## config.mk

```make
export PLATFORM = sky130hd
export DESIGN_NAME = inta_bus_master_flat
export DESIGN_NICKNAME = d
export VERILOG_FILES = /design/src/rtl/inta_bus_if.sv /design/src/rtl/inta_bus_master.sv /design/src/flat_wrapper.sv
export SDC_FILE = /design/constraint.sdc
export NUM_CORES = 1
export LEC_CHECK = 0
export BUFFER_PORTS_ARGS = -buffer_cell sky130_fd_sc_hd__buf_2
export CAP_MARGIN = 25
export CELL_PAD_IN_SITES_DETAIL_PLACEMENT = 2
export CELL_PAD_IN_SITES_GLOBAL_PLACEMENT = 2
export CORE_MARGIN = 5
export CORE_UTILIZATION = 30
export DETAILED_ROUTE_END_ITERATION = 8
export PLACE_DENSITY_LB_ADDON = 0.3
export SYNTH_ARGS = -nofsm -noshare
export SYNTH_HDL_FRONTEND = slang
export SYNTH_SLANG_ARGS = --single-unit
```

## constraint.sdc

```tcl
create_clock -name clk -period 5.3 [get_ports clk]
set_clock_uncertainty 0.05 [all_clocks]
set_input_delay 1.06 -clock clk [delete_from_list [all_inputs] [get_ports clk]]
set_output_delay 1.06 -clock clk [all_outputs]
set_load 0.005 [all_outputs]
```

## src/rtl/inta_bus_if.sv

```systemverilog
// PIC-side bus bundle for the interrupt-acknowledge master: INT/INTA handshake,
// OCW2 write strobes and the captured vector.
interface inta_bus_if;
    logic       INT;
    logic       int_enable;
    logic [7:0] D_in;
    logic       eoi_req;
    logic       eoi_rotate;
    logic       INTA_n;
    logic       CS_n;
    logic       WR_n;
    logic       A0;
    logic [7:0] D_out;
    logic       D_oe;
    logic [7:0] vector;
    logic       vector_valid;
    logic       busy;

    modport master (
        input  INT, int_enable, D_in, eoi_req, eoi_rotate,
        output INTA_n, CS_n, WR_n, A0, D_out, D_oe, vector, vector_valid, busy
    );

    modport slave (
        output INT, int_enable, D_in, eoi_req, eoi_rotate,
        input  INTA_n, CS_n, WR_n, A0, D_out, D_oe, vector, vector_valid, busy
    );
endinterface

```

## src/rtl/inta_bus_master.sv

```systemverilog
// CPU-side interrupt-acknowledge master: runs the two-pulse INTA sequence to fetch
// a vector from the PIC and issues queued OCW2 end-of-interrupt writes.
module inta_bus_master #(
    parameter int         LOW_CYCLES  = 2,
    parameter int         GAP_CYCLES  = 2,
    parameter logic [7:0] EOI_CMD     = 8'h20,
    parameter logic [7:0] ROT_EOI_CMD = 8'hA0
) (
    input  logic        clk,
    input  logic        reset,
    inta_bus_if.master  bus,
    output logic [2:0]  dbg_state
);

    // Handshake: eoi_req is a one-cycle request with eoi_rotate qualified by it;
    // vector_valid is a one-cycle strobe with vector stable from that cycle on.

    typedef enum logic [2:0] {
        IDLE      = 3'd0,
        INTA1     = 3'd1,
        GAP       = 3'd2,
        INTA2     = 3'd3,
        RECOVER   = 3'd4,
        EOI_SETUP = 3'd5,
        EOI_WR    = 3'd6,
        EOI_HOLD  = 3'd7
    } state_t;

    localparam logic [3:0] LOW_LD = 4'(LOW_CYCLES - 1);
    localparam logic [3:0] GAP_LD = 4'(GAP_CYCLES - 1);

    state_t     state;
    state_t     state_n;
    logic [3:0] counter;
    logic [3:0] counter_n;

    logic       eoi_pend;
    logic       eoi_rot_q;
    logic       cmd_rot;
    logic       eoi_take;

    logic       inta_n_d;
    logic       cs_n_d;
    logic       wr_n_d;
    logic       d_oe_d;
    logic [7:0] d_out_d;
    logic       busy_d;
    logic       vector_valid_d;
    logic [7:0] vector_d;
    logic       in_eoi;

    assign dbg_state = state;
    assign eoi_take  = (state == IDLE) && eoi_pend;

    always_ff @(posedge clk or posedge reset) begin
        if (reset) begin
            state   <= IDLE;
            counter <= 4'd0;
        end else begin
            state   <= state_n;
            counter <= counter_n;
        end
    end

    always_comb begin
        state_n   = state;
        counter_n = counter;
        case (state)
            IDLE: begin
                if (eoi_pend) begin
                    state_n = EOI_SETUP;
                end else if (bus.INT && bus.int_enable) begin
                    state_n   = INTA1;
                    counter_n = LOW_LD;
                end
            end
            INTA1: begin
                if (counter == 4'd0) begin
                    state_n   = GAP;
                    counter_n = GAP_LD;
                end else begin
                    counter_n = counter - 4'd1;
                end
            end
            GAP: begin
                if (counter == 4'd0) begin
                    state_n   = INTA2;
                    counter_n = LOW_LD;
                end else begin
                    counter_n = counter - 4'd1;
                end
            end
            INTA2: begin
                if (counter == 4'd0) begin
                    state_n   = RECOVER;
                    counter_n = GAP_LD;
                end else begin
                    counter_n = counter - 4'd1;
                end
            end
            RECOVER: begin
                if (counter == 4'd0) begin
                    state_n = IDLE;
                end else begin
                    counter_n = counter - 4'd1;
                end
            end
            EOI_SETUP: begin
                state_n   = EOI_WR;
                counter_n = LOW_LD;
            end
            EOI_WR: begin
                if (counter == 4'd0) begin
                    state_n = EOI_HOLD;
                end else begin
                    counter_n = counter - 4'd1;
                end
            end
            EOI_HOLD: begin
                state_n   = IDLE;
                counter_n = 4'd0;
            end
            default: begin
                state_n   = IDLE;
                counter_n = 4'd0;
            end
        endcase
    end

    // Outputs are registered from the current state, so each bus pin trails the
    // state register by one cycle; the vector is captured as INTA_n rises.
    always_comb begin
        in_eoi         = (state == EOI_SETUP) || (state == EOI_WR) || (state == EOI_HOLD);
        inta_n_d       = !((state == INTA1) || (state == INTA2));
        cs_n_d         = !in_eoi;
        wr_n_d         = (state != EOI_WR);
        d_oe_d         = in_eoi;
        d_out_d        = in_eoi ? (cmd_rot ? ROT_EOI_CMD : EOI_CMD) : 8'h00;
        busy_d         = (state != IDLE);
        vector_valid_d = (state == RECOVER) && !bus.INTA_n;
        vector_d       = vector_valid_d ? bus.D_in : bus.vector;
    end

    always_ff @(posedge clk or posedge reset) begin
        if (reset) begin
            bus.INTA_n       <= 1'b1;
            bus.CS_n         <= 1'b1;
            bus.WR_n         <= 1'b1;
            bus.A0           <= 1'b0;
            bus.D_out        <= 8'h00;
            bus.D_oe         <= 1'b0;
            bus.vector       <= 8'h00;
            bus.vector_valid <= 1'b0;
            bus.busy         <= 1'b0;
        end else begin
            bus.INTA_n       <= inta_n_d;
            bus.CS_n         <= cs_n_d;
            bus.WR_n         <= wr_n_d;
            bus.A0           <= 1'b0;
            bus.D_out        <= d_out_d;
            bus.D_oe         <= d_oe_d;
            bus.vector       <= vector_d;
            bus.vector_valid <= vector_valid_d;
            bus.busy         <= busy_d;
        end
    end

    // Single-deep EOI queue; a request landing on the dequeue edge re-arms it.
    // cmd_rot snapshots the flavour being issued so a re-arm cannot alter it.
    always_ff @(posedge clk or posedge reset) begin
        if (reset) begin
            eoi_pend  <= 1'b0;
            eoi_rot_q <= 1'b0;
            cmd_rot   <= 1'b0;
        end else begin
            if (eoi_take) begin
                cmd_rot <= eoi_rot_q;
            end
            if (bus.eoi_req && (!eoi_pend || eoi_take)) begin
                eoi_pend  <= 1'b1;
                eoi_rot_q <= bus.eoi_rotate;
            end else if (eoi_take) begin
                eoi_pend <= 1'b0;
            end
        end
    end

    a_no_strobe_overlap: assert property (@(posedge clk) disable iff (reset)
        !(!bus.INTA_n && !bus.WR_n));

    a_cs_idle_in_inta: assert property (@(posedge clk) disable iff (reset)
        (!bus.INTA_n |-> bus.CS_n));

endmodule

```

## src/flat_wrapper.sv

```systemverilog
// flat-port wrapper written by rule: the top's interface ports become plain ports
module inta_bus_master_flat 
#(
    parameter int         LOW_CYCLES  = 2,
    parameter int         GAP_CYCLES  = 2,
    parameter logic [7:0] EOI_CMD     = 8'h20,
    parameter logic [7:0] ROT_EOI_CMD = 8'hA0
)
  (clk, reset, dbg_state, bus_INT, bus_int_enable, bus_D_in, bus_eoi_req, bus_eoi_rotate, bus_INTA_n, bus_CS_n, bus_WR_n, bus_A0, bus_D_out, bus_D_oe, bus_vector, bus_vector_valid, bus_busy);
  inta_bus_if bus_i ();
  input  logic clk;
  input  logic reset;
  output logic [2:0] dbg_state;
  input wire logic [$bits(bus_i.INT)-1:0] bus_INT;
  input wire logic [$bits(bus_i.int_enable)-1:0] bus_int_enable;
  input wire logic [$bits(bus_i.D_in)-1:0] bus_D_in;
  input wire logic [$bits(bus_i.eoi_req)-1:0] bus_eoi_req;
  input wire logic [$bits(bus_i.eoi_rotate)-1:0] bus_eoi_rotate;
  output wire logic [$bits(bus_i.INTA_n)-1:0] bus_INTA_n;
  output wire logic [$bits(bus_i.CS_n)-1:0] bus_CS_n;
  output wire logic [$bits(bus_i.WR_n)-1:0] bus_WR_n;
  output wire logic [$bits(bus_i.A0)-1:0] bus_A0;
  output wire logic [$bits(bus_i.D_out)-1:0] bus_D_out;
  output wire logic [$bits(bus_i.D_oe)-1:0] bus_D_oe;
  output wire logic [$bits(bus_i.vector)-1:0] bus_vector;
  output wire logic [$bits(bus_i.vector_valid)-1:0] bus_vector_valid;
  output wire logic [$bits(bus_i.busy)-1:0] bus_busy;
  assign bus_i.INT = bus_INT;
  assign bus_i.int_enable = bus_int_enable;
  assign bus_i.D_in = bus_D_in;
  assign bus_i.eoi_req = bus_eoi_req;
  assign bus_i.eoi_rotate = bus_eoi_rotate;
  assign bus_INTA_n = bus_i.INTA_n;
  assign bus_CS_n = bus_i.CS_n;
  assign bus_WR_n = bus_i.WR_n;
  assign bus_A0 = bus_i.A0;
  assign bus_D_out = bus_i.D_out;
  assign bus_D_oe = bus_i.D_oe;
  assign bus_vector = bus_i.vector;
  assign bus_vector_valid = bus_i.vector_valid;
  assign bus_busy = bus_i.busy;
  inta_bus_master #(.LOW_CYCLES(LOW_CYCLES), .GAP_CYCLES(GAP_CYCLES), .EOI_CMD(EOI_CMD), .ROT_EOI_CMD(ROT_EOI_CMD)) u_core (.clk(clk), .reset(reset), .bus(bus_i), .dbg_state(dbg_state));
endmodule
```

Yosys cells after proc, flatten, opt, wreduce, memory -nomap -nowiden
Index checks and enable logic that the tools add are counted.
{"block": "word_totals", "latch_bits": 0, "output_inout_bits": 26, "rom_bits": 0, "ram_bits": 0, "regBits": 32, "mem_count": 0}
{"block": "op_classes", "order_cmp": 0, "reduce_logical": 20, "eq_ne": 17, "shift": 0, "mul": 0, "n_bitwise": 0, "div": 0, "muxes": 17, "add_sub_neg": 1}
{"operator": "$pmux W3 S8", "n": 1}
{"operator": "$mux W3", "n": 7}
{"operator": "$pmux W4 S5", "n": 1}
{"operator": "$mux W4", "n": 4}
{"operator": "$mux W8", "n": 2}
{"operator": "$eq A3 B3 Y1 const B", "n": 4}
{"operator": "$ne A2 B1 Y1 const B", "n": 5}
{"operator": "$eq A3 B2 Y1 const B", "n": 2}
{"operator": "$ne A2 B2 Y1 const B", "n": 3}
{"operator": "$reduce_and A6 Y1", "n": 1}
{"operator": "$logic_and A1 B1 Y1", "n": 4}
{"operator": "$logic_not A1 Y1", "n": 4}
{"operator": "$logic_not A4 Y1", "n": 1}
{"operator": "$logic_or A1 B1 Y1", "n": 4}
{"operator": "$sub A4 B1 Y4 const B", "n": 1}
{"operator": "$eq A3 B1 Y1 const B", "n": 1}
{"operator": "$logic_not A3 Y1", "n": 1}
{"operator": "$ne A3 B2 Y1 const B", "n": 1}
{"operator": "$ne A3 B3 Y1 const B", "n": 1}
{"operator": "$reduce_and A3 Y1", "n": 1}
{"operator": "$reduce_bool A3 Y1", "n": 1}
{"operator": "$reduce_or A3 Y1", "n": 1}
{"operator": "$mux W1", "n": 2}
{"operator": "$reduce_bool A2 Y1", "n": 1}
{"operator": "$reduce_or A2 Y1", "n": 1}

Longest topological paths before layout
{"block": "depth", "depth_word": 5, "ltp_mapped": 5, "ltp_nobuf": 5}

Worst setup path before layout
Ideal clock, no wire load.
{"block": "synth_path", "kind": "register to register", "startpoint": "register u_core.counter[0]", "endpoint": "register u_core.state[2] (netlist: u_core.dbg_state[2])", "setup_ns": 0.140, "arrival_ns": 1.567, "n_path_buf": 0, "period_less_slack_ns": 1.757, "slack_ns": 3.543, "path_stages_with_launch": 6, "path_cell_list": "dfrtp_1 -> inv_1 -> ha_1 -> nor3b_1 -> nand2_1 -> mux4_1"}
{"block": "synth_via", "elab_chain_cells": 3}
{"item": "start: declaration", "line_no": "inta_bus_master.sv:34", "text": "logic [3:0] counter;"}
{"item": "start signal: assignment", "line_no": "inta_bus_master.sv:61", "text": "counter <= counter_n;"}
{"item": "$logic_not A4 Y1 (*)"}
{"item": "$ne A2 B1 Y1 (no source line)"}
{"item": "$reduce_and A6 Y1 (no source line) (*)"}
{"item": "end signal: assignment", "line_no": "inta_bus_master.sv:60", "text": "state <= state_n;"}
{"item": "end: declaration", "line_no": "inta_bus_master.sv:32", "text": "state_t state;"}
Mark *: on every way between the ends. The rest lies on a longest branch, timed or not.
A chain may end at the register's enable or synchronous reset.

Worst setup path in the final report
{"block": "layout_path", "startpoint": "register u_core.state[1] (netlist: u_core.dbg_state[1])", "endpoint": "output dbg_state[1]"}
{"item": "end: declaration", "line_no": "flat_wrapper.sv:13", "text": "output logic [2:0] dbg_state;"}
No word-level cell between the ends.

==> impl_summary.txt <==
----------------------------------------------------
[Run status]
  Status ... finished clean

[Layout]
  Final nets ... between 100 and 150
  Number of standard cells in the layout, taps in and fillers out ... 177
  Synthesis-to-layout area growth ... 19.6%
  Number of antenna diodes ... 0
  Post-Route Utilization ... between 30% and 40%
  Total of fill cells in the finished design ... 419
  Ratio of cells with drive above 1 in the final layout ... 42.6%

[Placement]
  Port Buffers ... 32
  Dpl hpwl ... around 2100 um
  Number of placed instances, taps included ... 172
  Last weighted congestion value of the routability-driven placer ... 0.718

[Critical path]
  Type of destination of the critical path ... primary output
  Delay-heaviest family, CP ... flip-flops
  Critical Path AT ... 1.14 ns
  Worst-path cell with the longest stage delay ... dfrtp_1
  Req. time, crit path ... 4.19 ns
  Category of the most critical setup path ... reg2out
  Crit path cell chain ... buf_2
  Count of buffer and inverter cells on the critical path ... 1
  Startpoint class of the critical path ... flip-flop
  Worst-path fanout max ... 10
  Worst stage delay on the critical path ... 0.65 ns

[Synth]
  Most common library cells after synthesis ... dfrtp_1 (22), mux2_2 (10), buf_4 (8)
  Gate count after technology mapping ... 97
  Number of synthesized flops with an enable pin ... 0
  Sequential area share after synthesis ... ~53%
  Post-synthesis register bit count ... 25
  Fraction of registers with async set or reset after synthesis ... 100%
  Cell type with the highest aggregate area in the netlist ... dfrtp_1
  Dominant cell by count in the synthesized netlist ... dfrtp_1
  Fraction of post-synthesis cell area in the top cell type by area ... 46.4%
  Synth Flop Type ... dfrtp_1
  Average size of a mapped cell ... 12.2 um^2
  Area of the mapped netlist ... 1190 um^2
  Dominant cells by area after synthesis ... dfrtp_1 (46%), mux2_2 (9.5%), dfstp_2 (6.6%), buf_4 (5.1%), mux4_1 (2.2%)
  Post-synthesis cell type count ... 38
  Number of warning messages in the yosys log ... 0

[Clocking]
  TritonCTS clock tree ... done
  Root Buffer ... clkbuf_8
  Clock slew seen by the registers of the worst setup and hold paths ... around 0.090 ns
  Clock tree buffer depth ... 2
  Hold-fix buffers, CTS ... 0
  TritonCTS Buffers ... 3
  Post-CTS Setup Bufs ... 0
  Post-cts gate resize count ... 0
  Clock network latency to the later pin of the worst-skew pair ... 0.28 ns
  H-tree depth ... 1
  Sinks on the clock net ... 25

[STA]
  Number of pins with negative max-slew slack in the final report ... 0
  Fin crit share ... 42.4%
  RSZ-0062 raised after global routing ... false
  Setup-failing EPs final ... 0
  Final hold violations ... 0
  Worst max-slew margin expressed relative to the limit ... 61.3%
  Actual slew at the worst max-slew pin ... 0.575 ns
  Post-Route Setup TNS ... 0 ns
  Minimum hold slack ... 0.438 ns
  Final critical path time including I/O delays and setup ... 2.25 ns
  Fmax ... 445 MHz

[Power and ir drop]
  Worst vdd ir ... 0.000180 V
  Leakage power figure ... 0.669 nW
  Power Density ... 597 nW/um^2
  Total design power ... 0.000848 W

[Floorplanning]
  Initial Utilization ... 31.7%
  Die height ... 72.9 um
  Number of top-level pins ... 40
  Full die area ... 5310 um^2
  Std cell rows ... 22
  Die span in x ... 72.9 um
  Placeable core region ... approximately 3700 um^2

[Global route]
  Via count of the first global-routing pass ... 905
  Wire length of the first global-routing pass ... between 4000 and 5000 um
  Total Routing Usage GR ... 11.3%
  Grt ovf ... 0
  Initial antenna violation count ... 0
  Largest net degree at the start of global routing ... 26

[Route]
  Routed length per placed instance ... 15.2 um
  Length of the first detailed-routing pass in iterations ... 3
  Residual antenna-violating net count after detailed routing ... 0
  DRC marker count from the first detailed-route iteration ... 18
  Routed wire length ... 2700 um
  Detailed-route vias per instance ... 4.67
  # DRC ... 0
  Vias after detailed routing ... 827

[Hold path]
  Classification of the worst-slack hold path ... reg2reg

[Run]
  Maximum capacitance violations ... 0

----------------------------------------------------
[per-stage QoR]
step	instance area, um^2	setup WS, ns
floorplan	1210	3.54
global placement	1340	3.32
detailed placement	1340	3.30
CTS	1390	3.03
global route	1420	2.97
finish	1420	3.05
[logic make-up after synthesis]
logic type / Yosys count / synth area share [%]
adder cells (fa/ha/maj): 2 / 2.11
buffers and inverters: 18 / 9.60
other: 1 / 0.316
flip-flops: 25 / 53.1
XOR/XNOR: 1 / 0.739
AND/OR/NAND/NOR: 26 / 14.1
multiplexers: 13 / 13.4
AO/OA/AOI/OAI: 11 / 6.65
[where the power goes]
group / total [W] / internal, W / switching [W] / leakage [nW]
Sequential: 0.000380 / 0.000287 / 0.0000929 / 0.297
Clock: 0.000122 / 0.0000553 / 0.0000666 / 0.0261
Combinational: 0.000346 / 0.000182 / 0.000164 / 0.346
Total: 0.000848 / 0.000525 / 0.000323 / 0.669
[cells in the final DEF (no fill, tap or decap)]
cell type / n
a21boi_0: 1
a21o_1: 1
a21oi_1: 2
a22oi_1: 1
and2_1: 1
buf_16: 1
buf_2: 32
clkbuf_8: 3
clkinv_1: 1
conb_1: 7
dfrtp_1: 22
dfstp_2: 3
ha_1: 2
inv_1: 5
inv_2: 1
inv_6: 1
mux2_2: 10
mux2i_1: 2
mux4_1: 1
nand2_1: 6
nand3_1: 3
nand3b_1: 1
nand4_1: 2
nand4b_1: 1
nor2_1: 3
nor2b_1: 2
nor3_1: 1
nor3_4: 1
nor3b_1: 1
nor4_1: 1
nor4_4: 1
o21ai_0: 2
o221a_2: 1
o22ai_1: 1
o31a_1: 1
o32a_1: 1
or3_1: 1
or3b_2: 1
xnor2_1: 1
[per-layer routing]
layer	wire length [um]	track usage (%)	vias to the layer above
li1	-	-	387
met1	1120	13.2	409
met2	1320	18.8	26
met3	195	2.62	5
met4	65	6.15	0
met5	0	0	-
[state kept, by name (all words and copies together), names as in the netlist, 2 cells and up]
| signal | count |
|---|---|
| u_core.bus.vector | 8 |
| u_core.counter | 4 |
| u_core.dbg_state | 3 |
| u_core.bus.D_out | 2 |
[final cells by class]
cell class | count | area [um^2] | area share (%)
clock buffer | 3 | 41.3 | 2.91
tap | 48 | 60.1 | 4.23
timing repair buffer | 33 | 188 | 13.2
sequential | 25 | 629 | 44.4
clock inverter | 1 | 8.76 | 0.617
multi-input combinational | 60 | 465 | 32.8
inverter | 7 | 26.3 | 1.85
[path summary, 6_finish.rpt]
path	end	cells past startpoint	slack, ns	start
max in group asynchronous	u_core.bus.WR_n	3	4.12	reset
setup reg to reg	u_core.dbg_state[2]	5	3.26	u_core.counter[0]
setup / recovery	dbg_state[1]	1	3.05	u_core.dbg_state[1]
hold / removal	u_core.bus.D_out[7]	1	0.44	u_core.cmd_rot
hold reg to reg	u_core.bus.D_out[7]	1	0.44	u_core.cmd_rot
min in group asynchronous	u_core.cmd_rot	2	0.62	reset
(Power assumes the default switching activity.)
